[config.mk]
export PLATFORM = sky130hd
export DESIGN_NAME = y86_execute_64_flat
export DESIGN_NICKNAME = d
export VERILOG_FILES = /design/src/rtl/y86_execute_64_if.sv /design/src/rtl/y86_execute_64.sv /design/src/flat_wrapper.sv
export SDC_FILE = /design/constraint.sdc
export NUM_CORES = 1
export LEC_CHECK = 0
export CORE_UTILIZATION = 35
export DETAILED_ROUTE_END_ITERATION = 16
export PLACE_DENSITY = 0.64
export SYNTH_ARGS = -nofsm -noshare
export SYNTH_HDL_FRONTEND = slang
export SYNTH_SLANG_ARGS = --single-unit
[constraint.sdc]
create_clock -name clk -period 19.85 [get_ports clk]
set_input_delay 2.9775 -clock clk [delete_from_list [all_inputs] [get_ports clk]]
set_output_delay 2.9775 -clock clk [all_outputs]
set_load 0.02 [all_outputs]
[src/rtl/y86_execute_64_if.sv]
// Decode-to-execute bundle for the Y86-64 execute stage: operands and
// condition codes in, ALU result, branch condition and flag register out.
interface y86_execute_64_if;
  logic [3:0]  icode;
  logic [3:0]  ifun;
  logic [63:0] valA;
  logic [63:0] valB;
  logic [63:0] valC;
  logic [2:0]  cndnflagin;
  logic [2:0]  cndnflagout;
  logic [63:0] valE;
  logic        cndn;

  modport master (
    output icode, ifun, valA, valB, valC, cndnflagin,
    input  cndnflagout, valE, cndn
  );

  modport slave (
    input  icode, ifun, valA, valB, valC, cndnflagin,
    output cndnflagout, valE, cndn
  );
endinterface

[src/rtl/y86_execute_64.sv]
// Y86-64 SEQ execute stage: combinational valE/cndn plus the OPq condition-code register.
// Optional EXEC_INVALID_ICODE_EN adds an instr_err output flagging undefined icode/ifun.
module y86_execute_64 (
  input  logic              clk,
  input  logic              reset,
  y86_execute_64_if.slave   ex
`ifdef EXEC_INVALID_ICODE_EN
  ,
  output logic              instr_err
`endif
);

  logic [63:0] sum, diff, vale;
  logic        zf, sf, of;
  logic        opq_ok;
  logic        nzf, nsf, nof;
  logic        cnd;
  logic [2:0]  flags;

  assign sum    = ex.valB + ex.valA;
  assign diff   = ex.valB - ex.valA;
  assign opq_ok = (ex.icode == 4'h6) && (ex.ifun <= 4'd3);

  always_comb begin
    vale = '0;
    case (ex.icode)
      4'h2:       vale = ex.valA;
      4'h3:       vale = ex.valC;
      4'h4, 4'h5: vale = ex.valB + ex.valC;
      4'h6: begin
        case (ex.ifun)
          4'h0:    vale = sum;
          4'h1:    vale = diff;
          4'h2:    vale = ex.valB & ex.valA;
          4'h3:    vale = ex.valB ^ ex.valA;
          default: vale = '0;
        endcase
      end
      4'h8, 4'hA: vale = ex.valB - 64'd8;
      4'h9, 4'hB: vale = ex.valB + 64'd8;
      default:    vale = '0;
    endcase
  end

  assign ex.valE = vale;

  // Overflow is judged against B since B is the left operand of both add and sub.
  always_comb begin
    nzf = (vale == 64'd0);
    nsf = vale[63];
    nof = 1'b0;
    if (ex.ifun == 4'h0)
      nof = (ex.valA[63] == ex.valB[63]) && (vale[63] != ex.valB[63]);
    else if (ex.ifun == 4'h1)
      nof = (ex.valA[63] != ex.valB[63]) && (vale[63] != ex.valB[63]);
  end

  assign zf = ex.cndnflagin[0];
  assign sf = ex.cndnflagin[1];
  assign of = ex.cndnflagin[2];

  always_comb begin
    cnd = 1'b0;
    if (ex.icode == 4'h2 || ex.icode == 4'h7) begin
      case (ex.ifun)
        4'h0:    cnd = 1'b1;
        4'h1:    cnd = (sf ^ of) | zf;
        4'h2:    cnd = sf ^ of;
        4'h3:    cnd = zf;
        4'h4:    cnd = ~zf;
        4'h5:    cnd = ~(sf ^ of);
        4'h6:    cnd = ~(sf ^ of) & ~zf;
        default: cnd = 1'b0;
      endcase
    end
  end

  assign ex.cndn = cnd;

  always_ff @(posedge clk) begin
    if (reset)
      flags <= 3'b000;
    else if (opq_ok)
      flags <= {nof, nsf, nzf};
  end

  assign ex.cndnflagout = flags;

`ifdef EXEC_INVALID_ICODE_EN
  assign instr_err = (ex.icode > 4'hB) || ((ex.icode == 4'h6) && (ex.ifun > 4'd3));
`endif

endmodule

[src/flat_wrapper.sv]
// flat-port wrapper written by rule: the top's interface ports become plain ports
module y86_execute_64_flat 
  (clk, reset, ex_icode, ex_ifun, ex_valA, ex_valB, ex_valC, ex_cndnflagin, ex_cndnflagout, ex_valE, ex_cndn);
  y86_execute_64_if ex_i ();
  input  logic clk;
  input  logic reset;
  input wire logic [$bits(ex_i.icode)-1:0] ex_icode;
  input wire logic [$bits(ex_i.ifun)-1:0] ex_ifun;
  input wire logic [$bits(ex_i.valA)-1:0] ex_valA;
  input wire logic [$bits(ex_i.valB)-1:0] ex_valB;
  input wire logic [$bits(ex_i.valC)-1:0] ex_valC;
  input wire logic [$bits(ex_i.cndnflagin)-1:0] ex_cndnflagin;
  output wire logic [$bits(ex_i.cndnflagout)-1:0] ex_cndnflagout;
  output wire logic [$bits(ex_i.valE)-1:0] ex_valE;
  output wire logic [$bits(ex_i.cndn)-1:0] ex_cndn;
  assign ex_i.icode = ex_icode;
  assign ex_i.ifun = ex_ifun;
  assign ex_i.valA = ex_valA;
  assign ex_i.valB = ex_valB;
  assign ex_i.valC = ex_valC;
  assign ex_i.cndnflagin = ex_cndnflagin;
  assign ex_cndnflagout = ex_i.cndnflagout;
  assign ex_valE = ex_i.valE;
  assign ex_cndn = ex_i.cndn;
  y86_execute_64 u_core (.clk(clk), .reset(reset), .ex(ex_i));
endmodule
[Word-level counts from Yosys, hierarchy flattened]
Cells that the tools add are included.
Widths: inputs -> output; s select.
Operators by class
  $add $sub $neg: 5
  multiply operators: 0
  divide/modulo/power cells: 0
  order comparisons: 1
  eq/ne operators: 19
  shift-type cells: 0
  multiplexer cells: 6
  bitwise gates (word level): 7
  reductions and logical operators: 9
Operators by type and width (number)
  $pmux 64 s6: 1
  $pmux 64 s4: 1
  $add 64x64->64: 2
  $add 64x4->64 const B: 1
  $and 64x64->64: 1
  $logic_not 64->1: 1
  $sub 64x4->64 const B: 1
  $sub 64x64->64: 1
  $xor 64x64->64: 1
  $eq 4x3->1 const B: 7
  $eq 4x2->1 const B: 4
  $eq 4x4->1 const B: 4
  $pmux 1 s7: 1
  $reduce_or 2->1: 3
  $eq 4x1->1 const B: 1
  $le 4x2->1 const B: 1
  $logic_not 4->1: 1
  $logic_and 1x1->1: 3
  $mux 1: 3
  $ne 1x1->1: 2
  $not 1->1: 2
  $and 1x1->1: 1
  $eq 1x1->1: 1
  $logic_or 1x1->1: 1
  other kinds (2): 2
Storage, ports and cells
  flip-flop bits (word level): 3
  latch bits: 0
  memory bits (writable): 0
  memory bits (read-only): 0
  output and inout port bits: 68
  word-level logic and storage cells: 48
  memories: 0

[Depth between registers and ports, before layout]
Gate-level depths: netlist of the first run.
  depth after elaboration: 7
  depth in mapped cells: 26
  mapped depth without buffers: 25

[Least setup slack after synthesis of the first run]
No wires, ideal clock.
  kind: input to output
  start: input ex_icode[3]
  end: output ex_valE[61]
  data arrival time: 9602 ps
  required time: 16872 ps
  slack: 7271 ps
  stages on the path: 19
  buffers on the path: 6
  path through: clkbuf_1 nor2b_1 clkbuf_1 clkbuf_1 buf_1 buf_1 buf_1 nand2_1 ha_1 nand4_1 nor4_1 a21oi_1 o31ai_4 a31oi_1 o31ai_2 a31oi_1 nand2b_1 a21o_1 o311ai_0
Between the ends
  word-level cells in the longest chain between the ends: 3
  elaborated cells between the ends (all ways): 13
  classes of those cells: eq/ne: 9; mux: 1; reduce/logical: 3
RTL lines
  start, declared: line flat_wrapper.sv:7  | input wire logic [$bits(ex_i.icode)-1:0] ex_icode;
  $eq 4x4->1 / $eq 4x3->1 (equally long branches): line y86_execute_64.sv:26  | case (ex.icode)
  $reduce_or 2->1: line y86_execute_64.sv:26
  $pmux 64 s6 *: line y86_execute_64.sv:26
  end, declared: line flat_wrapper.sv:14  | output wire logic [$bits(ex_i.valE)-1:0] ex_valE;
Every way passes the cells marked *; elsewhere a longest branch is shown, timed or not.

[Final worst setup path of the first run]
  start: input ex_valA[10]
  end: output ex_valE[63]
Between the ends
  word-level cells in the longest chain between the ends: 3
  elaborated cells between the ends (all ways): 4
  classes of those cells: add/sub: 2; mux: 2
RTL lines
  start, declared: line flat_wrapper.sv:9  | input wire logic [$bits(ex_i.valA)-1:0] ex_valA;
  $sub 64x64->64 / $add 64x64->64 (equally long branches): line y86_execute_64.sv:21, y86_execute_64.sv:20
  $pmux 64 s4 *: line y86_execute_64.sv:31  | case (ex.ifun)
  $pmux 64 s6 *: line y86_execute_64.sv:26
Marked as above.

==> metrics.md, run 1 <==
| Metric | Value |
|---|---|
| Outcome | `complete, no violations` |
| Hold Path Origin | `u_core.ex.cndnflagout[0]$_SDFFE_PP0P_` |
| Syn_nets | `3,109` |
| Post-CTS Setup Bufs | `0` |
| Drt pass-1 iters | `9` |
| Synth async-reset ratio | `0%` |
| Total gr overflow | `0` |
| Final Power | `811 uW` |
| Max Slew Vio Count | `0` |
| Worst endpoint required time | `16.87 ns` |
| Chip height | `227 um` |
| WHS Path Cells | `2` |
| Synth Flop Type | `dfxtp_1` |
| TNS Setup | `0 ns` |
| Post-synth top area share | `17.7%` |
| Top cell type by total area after synthesis | `ha_1` |
| Fin util | `41.8%` |
| Register bit total from synthesis | `3` |
| Area Overhead vs Synth | `18.1%` |
| Clock Sink Count | `3` |
| # resized after CTS | `0` |
| Cell variety after synth | `86` |
| Worst setup margin | `5.98 ns` |
| Initial antenna violation count | `5` |
| Die area | `51,500 um2` |
| Final Cell Area | `around 21,000 um2` |
| Max reg flops | `3` |
| Initial drt markers | `2,167` |
| Placed Area | `20,800 um2` |
| Layout cells sized above 1 | `3.45%` |
| Largest family of logic cells by synthesized area | `compound AO/OA/AOI/OAI gates` |
| Proportion of synthesized area in mux cells | `6.97%` |
| Clock period minus worst slack | `13.87 ns` |
| TritonCTS Buffers | `3` |
| Fraction of the mapped netlist area in simple logic gates | `25.2%` |
| Clk_skew | `0 ns` |
| Fin nets | `3,245` |
| # hold bufs at CTS | `0` |
| Syn Area/Cell | `6.68 um2` |
| Fmax | `72.1 MHz` |
| Finished Layout Cells | `3,462` |
| First-pass GRT wire length | `roughly 150 mm` |
| WL/cell | `between 30 and 40 um` |
| Xor/xnor share of the synthesized area | `a little under a tenth` |
| RSZ-0062 raised after global routing | `no` |
| Total wire length | `111 mm` |
| CP startpoint | `ex_valA[10]` |
| Yosys warning count | `0` |
| Sequential fraction of the synthesis area | `less than 1%` |
| Crit. End Element | `primary output` |
| Number of routed nets with antenna violations | `0` |
| Cells after Synth | `roughly 2.7k` |
| Worst EP arrival | `10.89 ns` |
| Vias | `23.2k` |
| CP max FO | `11` |
| Post-synthesis compound-gate area fraction | `35.7%` |
| MaxCap Viol Count | `0` |
| Max Root-Sink Buffers | `2` |
| Startpoint Class | `input port` |
| EDFF count, synth | `0` |
| Initial Utilization | `35.4%` |
| Worst slack at placement | `6.32 ns` |
| Root Driver | `clkbuf_16` |
| Leak pwr | `around 8.2 nW` |
| CP Class | `input port to primary output` |
| Final hold vios | `0` |
| I/O Buffers | `272` |
| Die X | `around 230 um` |
| GRT Util Overall | `41.7%` |
| # DRC | `0` |
| Hold Crit Class | `flop to flop` |
| Core Area | `50,100 um2` |
| IO Pins | `273` |
| Hpwl dp | `between 90 and 100 mm` |
| Area contributors post-synth | `ha_1, a21oi_1, o21ai_0` |
| DP Cell Count | `~3.5k` |
| Reg2reg path depth | `2` |
| Average via count per standard cell | `6.69` |
| Mapped Area | `17,700 um2` |
| WHS | `0.520 ns` |
| Clk slew on worst S/H paths | `approximately 0.030 ns` |
| Largest net degree at the start of global routing | `61` |
| Worst r2r src | `u_core.ex.cndnflagout[1]$_SDFFE_PP0P_` |
| Maximum vdd drop | `0.0237 mV` |
| PwrDens | `about 39 nW/um2` |
| Number of global-route vias before repair | `22.0k` |
| GPL Wtd Cong | `1.05` |
| Final setup viols | `0` |
| Worst slew margin | `11.8%` |
| Htree depth | `1` |
| Num rows | `82` |
| Clk_lat worst skew | `0.22 ns` |
| Crit share post-route | `69.9%` |
| Slew @ Worst Pin | `1.32 ns` |
| Post-Synth Adder-Cell Area | `18.0%` |
| TritonCTS clock tree | `built` |
layout by cell type (no fill, tap or decap), types with 28 or more instances in the layout:
master           count
o211ai_1            37
o21a_1              34
a21oi_1            296
mux2i_1             93
xnor2_1             97
clkdlybuf4s50_1    270
o21bai_1            28
nor2_1             182
a21o_1              61
nand3_1             66
or3_1               31
o22ai_1             28
o31ai_1             28
ha_1               250
inv_1               48
nand2_1            258
xor2_1              89
nand4_1            106
nor3_1              66
o21ai_0            209
worst paths after layout:
path / slack, ns / to
worst min-delay path: 0.52 / u_core.ex.cndnflagout[0]$_SDFFE_PP0P_
worst max-delay path: 5.98 / ex_valE[63]
worst max register to register: 19.17 / u_core.ex.cndnflagout[1]$_SDFFE_PP0P_
worst min register to register: 0.52 / u_core.ex.cndnflagout[0]$_SDFFE_PP0P_
power by group:
part / total [mW] / internal, mW / switching (mW)
Sequential: 0.00612 / 0.00610 / 0.0000191
Clock: 0.0325 / 0.0265 / 0.00596
Combinational: 0.772 / 0.275 / 0.497
layer usage:
metal	part of all wire, %	up-vias	routed length, um	track usage, %
met5	0.040	-	45	0
met4	12	6	12900	41.9
met3	6.8	381	7530	6.26
met2	46	1233	51200	70.6
met1	36	11000	39500	43.7
li1	-	10500	-	-
worst max-delay path, cell delays in order:
cell             delay (ns)
clkdlybuf4s50_1        0.52
or3_1                  0.47
or4_1                  0.49
or4_1                  0.59
nor2_1                 0.33
nand4_1                0.19
nor3_1                 1.02
nand2_1                0.24
o21ai_0                0.30
xor2_1                 0.18
ha_1                   0.39
a21oi_1                0.50
o21ai_0                0.23
nand2b_1               0.14
a21oi_1                0.07
a211oi_1               0.39
o41ai_1                0.27
a221oi_1               0.51
xnor2_1                0.19
nand2_1                0.10
nand2_1                0.15
clkdlybuf4s50_1        0.62
cells by family (layout without fill, tap and decap cells):
logic type,after synthesis,in the layout
AOI/OAI and AO/OA,980,980
other,0,4
muxes,120,120
adders and majority gates,253,253
xor gates and xnor gates,186,186
DFF,3,3
buffers and inverters,211,346
and+or+nand+nor,898,898
synthesized netlist by cell type (21+ instances only):
| master | instances |
|---|---|
| o211ai_1 | 37 |
| inv_1 | 48 |
| xor2_1 | 89 |
| nor2_1 | 184 |
| nor2b_1 | 23 |
| a211oi_1 | 22 |
| a221oi_1 | 21 |
| o21a_1 | 34 |
| and2_1 | 23 |
| o21bai_1 | 28 |
| buf_1 | 21 |
| nor4_1 | 25 |
| a222oi_1 | 21 |
| and3_1 | 24 |
| ha_1 | 250 |
| clkbuf_1 | 133 |
| or3_1 | 31 |
| nand3_1 | 67 |
| o31ai_1 | 28 |
| a31oi_1 | 26 |
| nand4_1 | 106 |
| nand2b_1 | 23 |
| o21ai_0 | 209 |
| a21o_1 | 61 |
| nand2_1 | 259 |
| nor3_1 | 66 |
| mux2i_1 | 93 |
| o22ai_1 | 28 |
| a21oi_1 | 296 |
| xnor2_1 | 97 |
| mux2_2 | 27 |
cell type report:
cell class | instances | area [um2]
diodes | 4 | 10.0
clock buffers | 4 | 78.8
fillers | 5423 | 29100
inverters | 48 | 180
multi-input cells | 2437 | 16900
flip-flops and latches | 3 | 60.1
well taps | 672 | 841
repair buffers | 294 | 2880
(Power assumes the default switching activity.)
==> run 2: changes to the inputs <==
clock period = 13 ns   (was 19.85 ns; I/O delays follow)
==> run 2 against run 1 <==
Non-clock buffer count up 5. Critical path depth unchanged. Wire length down 3.0%. Via count up 0.59%. Final area up 0.22%. Critical path type unchanged. Critical endpoint is now ex_valE[62]. Largest cell class unchanged.
==> metrics.md, run 2 (synthesis gave the netlist of run 1 again) <==
| Metric | Value |
|---|---|
| Total gr overflow | `0 (unchanged)` |
| TritonCTS Buffers | `3 (unchanged)` |
| Number of global-route vias before repair | `22.4k (was 22.0k)` |
| Hold Crit Class | `flop to flop (unchanged)` |
| CP max FO | `10 (was 11)` |
| CP Class | `input port to primary output (unchanged)` |
| Leak pwr | `8.19 nW (was 8.16 nW)` |
| Max Slew Vio Count | `0 (unchanged)` |
| Clk_lat worst skew | `0.23 ns (was 0.22 ns)` |
| Slew @ Worst Pin | `1.45 ns (was 1.32 ns)` |
| IO Pins | `273 (unchanged)` |
| Chip height | `227 um (unchanged)` |
| RSZ-0062 raised after global routing | `no (unchanged)` |
| Drt pass-1 iters | `7 (was 9)` |
| Fmax | `89.8 MHz` |
| Area Overhead vs Synth | `18.4% (was 18.1%)` |
| Clk_skew | `0 ns (unchanged)` |
| I/O Buffers | `272 (unchanged)` |
| Startpoint Class | `input port (unchanged)` |
| Average via count per standard cell | `6.72 (was 6.69)` |
| Largest net degree at the start of global routing | `61 (unchanged)` |
| Vias | `23.3k (was 23.2k)` |
| Worst slew margin | `2.30% (was 11.8%)` |
| Layout cells sized above 1 | `3.65% (was 3.45%)` |
| Crit share post-route | `between 80% and 90%` |
| TritonCTS clock tree | `built (unchanged)` |
| MaxCap Viol Count | `0 (unchanged)` |
| Total wire length | `108 mm (was 111 mm)` |
| TNS Setup | `0 ns (unchanged)` |
| Final setup viols | `0 (unchanged)` |
| Commonest non-fill, non-tap cell in the layout | `a21oi_1 (unchanged)` |
| Placed Area | `20,900 um2 (was 20,800 um2)` |
| WL/cell | `31.1 um (was 32.1 um)` |
| Initial drt markers | `2,207 (was 2,167)` |
| Initial antenna violation count | `10 (was 5)` |
| # DRC | `0 (unchanged)` |
| Clock period minus worst slack | `11.14 ns` |
| Worst endpoint required time | `11.05 ns (was 16.87 ns)` |
| GRT Util Overall | `40.8% (was 41.7%)` |
| Core Area | `50,100 um2 (unchanged)` |
| Number of routed nets with antenna violations | `0 (unchanged)` |
| Final Power | `1.23 mW (was 811 uW)` |
| Final hold vios | `0 (unchanged)` |
| First-pass GRT wire length | `152 mm (was 154 mm)` |
| # hold bufs at CTS | `0 (unchanged)` |
| CP startpoint | `ex_valA[10] (unchanged)` |
| Most frequent cells in the layout | `a21oi_1, clkdlybuf4s50_1, nand2_1, ha_1, o21ai_0 (unchanged)` |
| # resized after CTS | `0 (unchanged)` |
| Fin nets | `3,250 (was 3,245)` |
| R2r setup slk | `12.29 ns (was 19.17 ns)` |
| Die area | `51,500 um2 (unchanged)` |
| Outcome | `complete, no violations (unchanged)` |
| Worst EP arrival | `9.19 ns (was 10.89 ns)` |
| Num rows | `82 (unchanged)` |
| Final Cell Area | `21,000 um2 (was 20,900 um2)` |
| Fillers | `5,353 (was 5,423)` |
| Worst slack at placement | `2.07 ns (was 6.32 ns)` |
| Root Driver | `clkbuf_16 (unchanged)` |
| Maximum vdd drop | `0.0352 mV (was 0.0237 mV)` |
| Max reg flops | `3 (unchanged)` |
| Die X | `227 um (unchanged)` |
| Worst setup margin | `1.86 ns (was 5.98 ns)` |
| Post-CTS Setup Bufs | `0 (unchanged)` |
| Hpwl dp | `88.0 mm (was 91.5 mm)` |
| Clock Sink Count | `3 (unchanged)` |
| Worst r2r src | `u_core.ex.cndnflagout[1]$_SDFFE_PP0P_ (unchanged)` |
| Clk slew on worst S/H paths | `0.03 ns (about the same)` |
| GPL Wtd Cong | `1.13 (was 1.05)` |
| Max Root-Sink Buffers | `2 (unchanged)` |
| PwrDens | `58.7 nW/um2 (was 38.7 nW/um2)` |
| Htree depth | `1 (unchanged)` |
| Crit. End Element | `primary output (unchanged)` |
| Initial Utilization | `35.4% (unchanged)` |
| Hold Path Origin | `u_core.ex.cndnflagout[2]$_SDFFE_PP0P_ (was u_core.ex.cndnflagout[0]$_SDFFE_PP0P_)` |
==> run 2: cell types whose count changed in the layout (fill, tap and decap cells not counted), sizes merged <==
cell and change:
buf +5
==> run 2: final timing paths <==
check | end | depth (start not counted)
setup / recovery | ex_valE[62] | 22
hold / removal | u_core.ex.cndnflagout[2]$_SDFFE_PP0P_ | 2
setup reg to reg | u_core.ex.cndnflagout[1]$_SDFFE_PP0P_ | 2
hold reg to reg | u_core.ex.cndnflagout[2]$_SDFFE_PP0P_ | 2
==> run 2: routing by layer <==
| layer | vias up | global-route usage (%) | routed length (um) |
|---|---|---|---|
| li1 | 10600 | - | - |
| met1 | 10900 | 43.1 | 38800 |
| met2 | 1364 | 66.1 | 47200 |
| met3 | 467 | 9.22 | 8880 |
| met4 | 14 | 41.4 | 12900 |
| met5 | - | 0 | 95 |
==> run 2: cell type report <==
class                      count  area [um2]  share of cell area [%]
tap                          672         841                    4.01
inverter                      48         180                   0.859
antenna                        4        10.0                  0.0477
multi-input combinational   2437       16900                    80.5
sequential                     3        60.1                   0.286
clock buffer                   4        78.8                   0.376
timing repair buffer         299        2920                    13.9
==> run 2: critical path, cell delays in order <==
cell,delay [ns]
clkdlybuf4s50_1,0.52
or3_1,0.47
or4_1,0.48
nor3_1,0.65
and4_1,0.36
nand2_1,0.18
o21ai_0,0.71
o21ai_0,0.27
xnor2_1,0.19
ha_1,0.46
a21o_1,0.30
nor2_1,0.10
o211ai_1,0.09
nand2_1,0.12
nand3_1,0.08
o22ai_1,0.44
o21ai_0,0.25
a311oi_1,0.35
xor2_1,0.31
nor2_1,0.11
a211o_1,0.24
clkdlybuf4s50_1,0.55
==> run 2: report_power, final <==
group          switching (mW)  internal [mW]
sequential          0.0000212        0.00931
combinational           0.750          0.421
clock                 0.00957         0.0406
==> run 2: through the flow <==
step	hold slack, ns	utilization [%]	std cells
6_report	0.488	41.9	3467
5_1_grt	0.516	41.9	3463
4_1_cts	0.489	41.9	3463
3_5_place_dp	0.490	41.7	3459
3_3_place_gp	0.480	41.7	3459
2_1_floorplan	0.574	-	2651
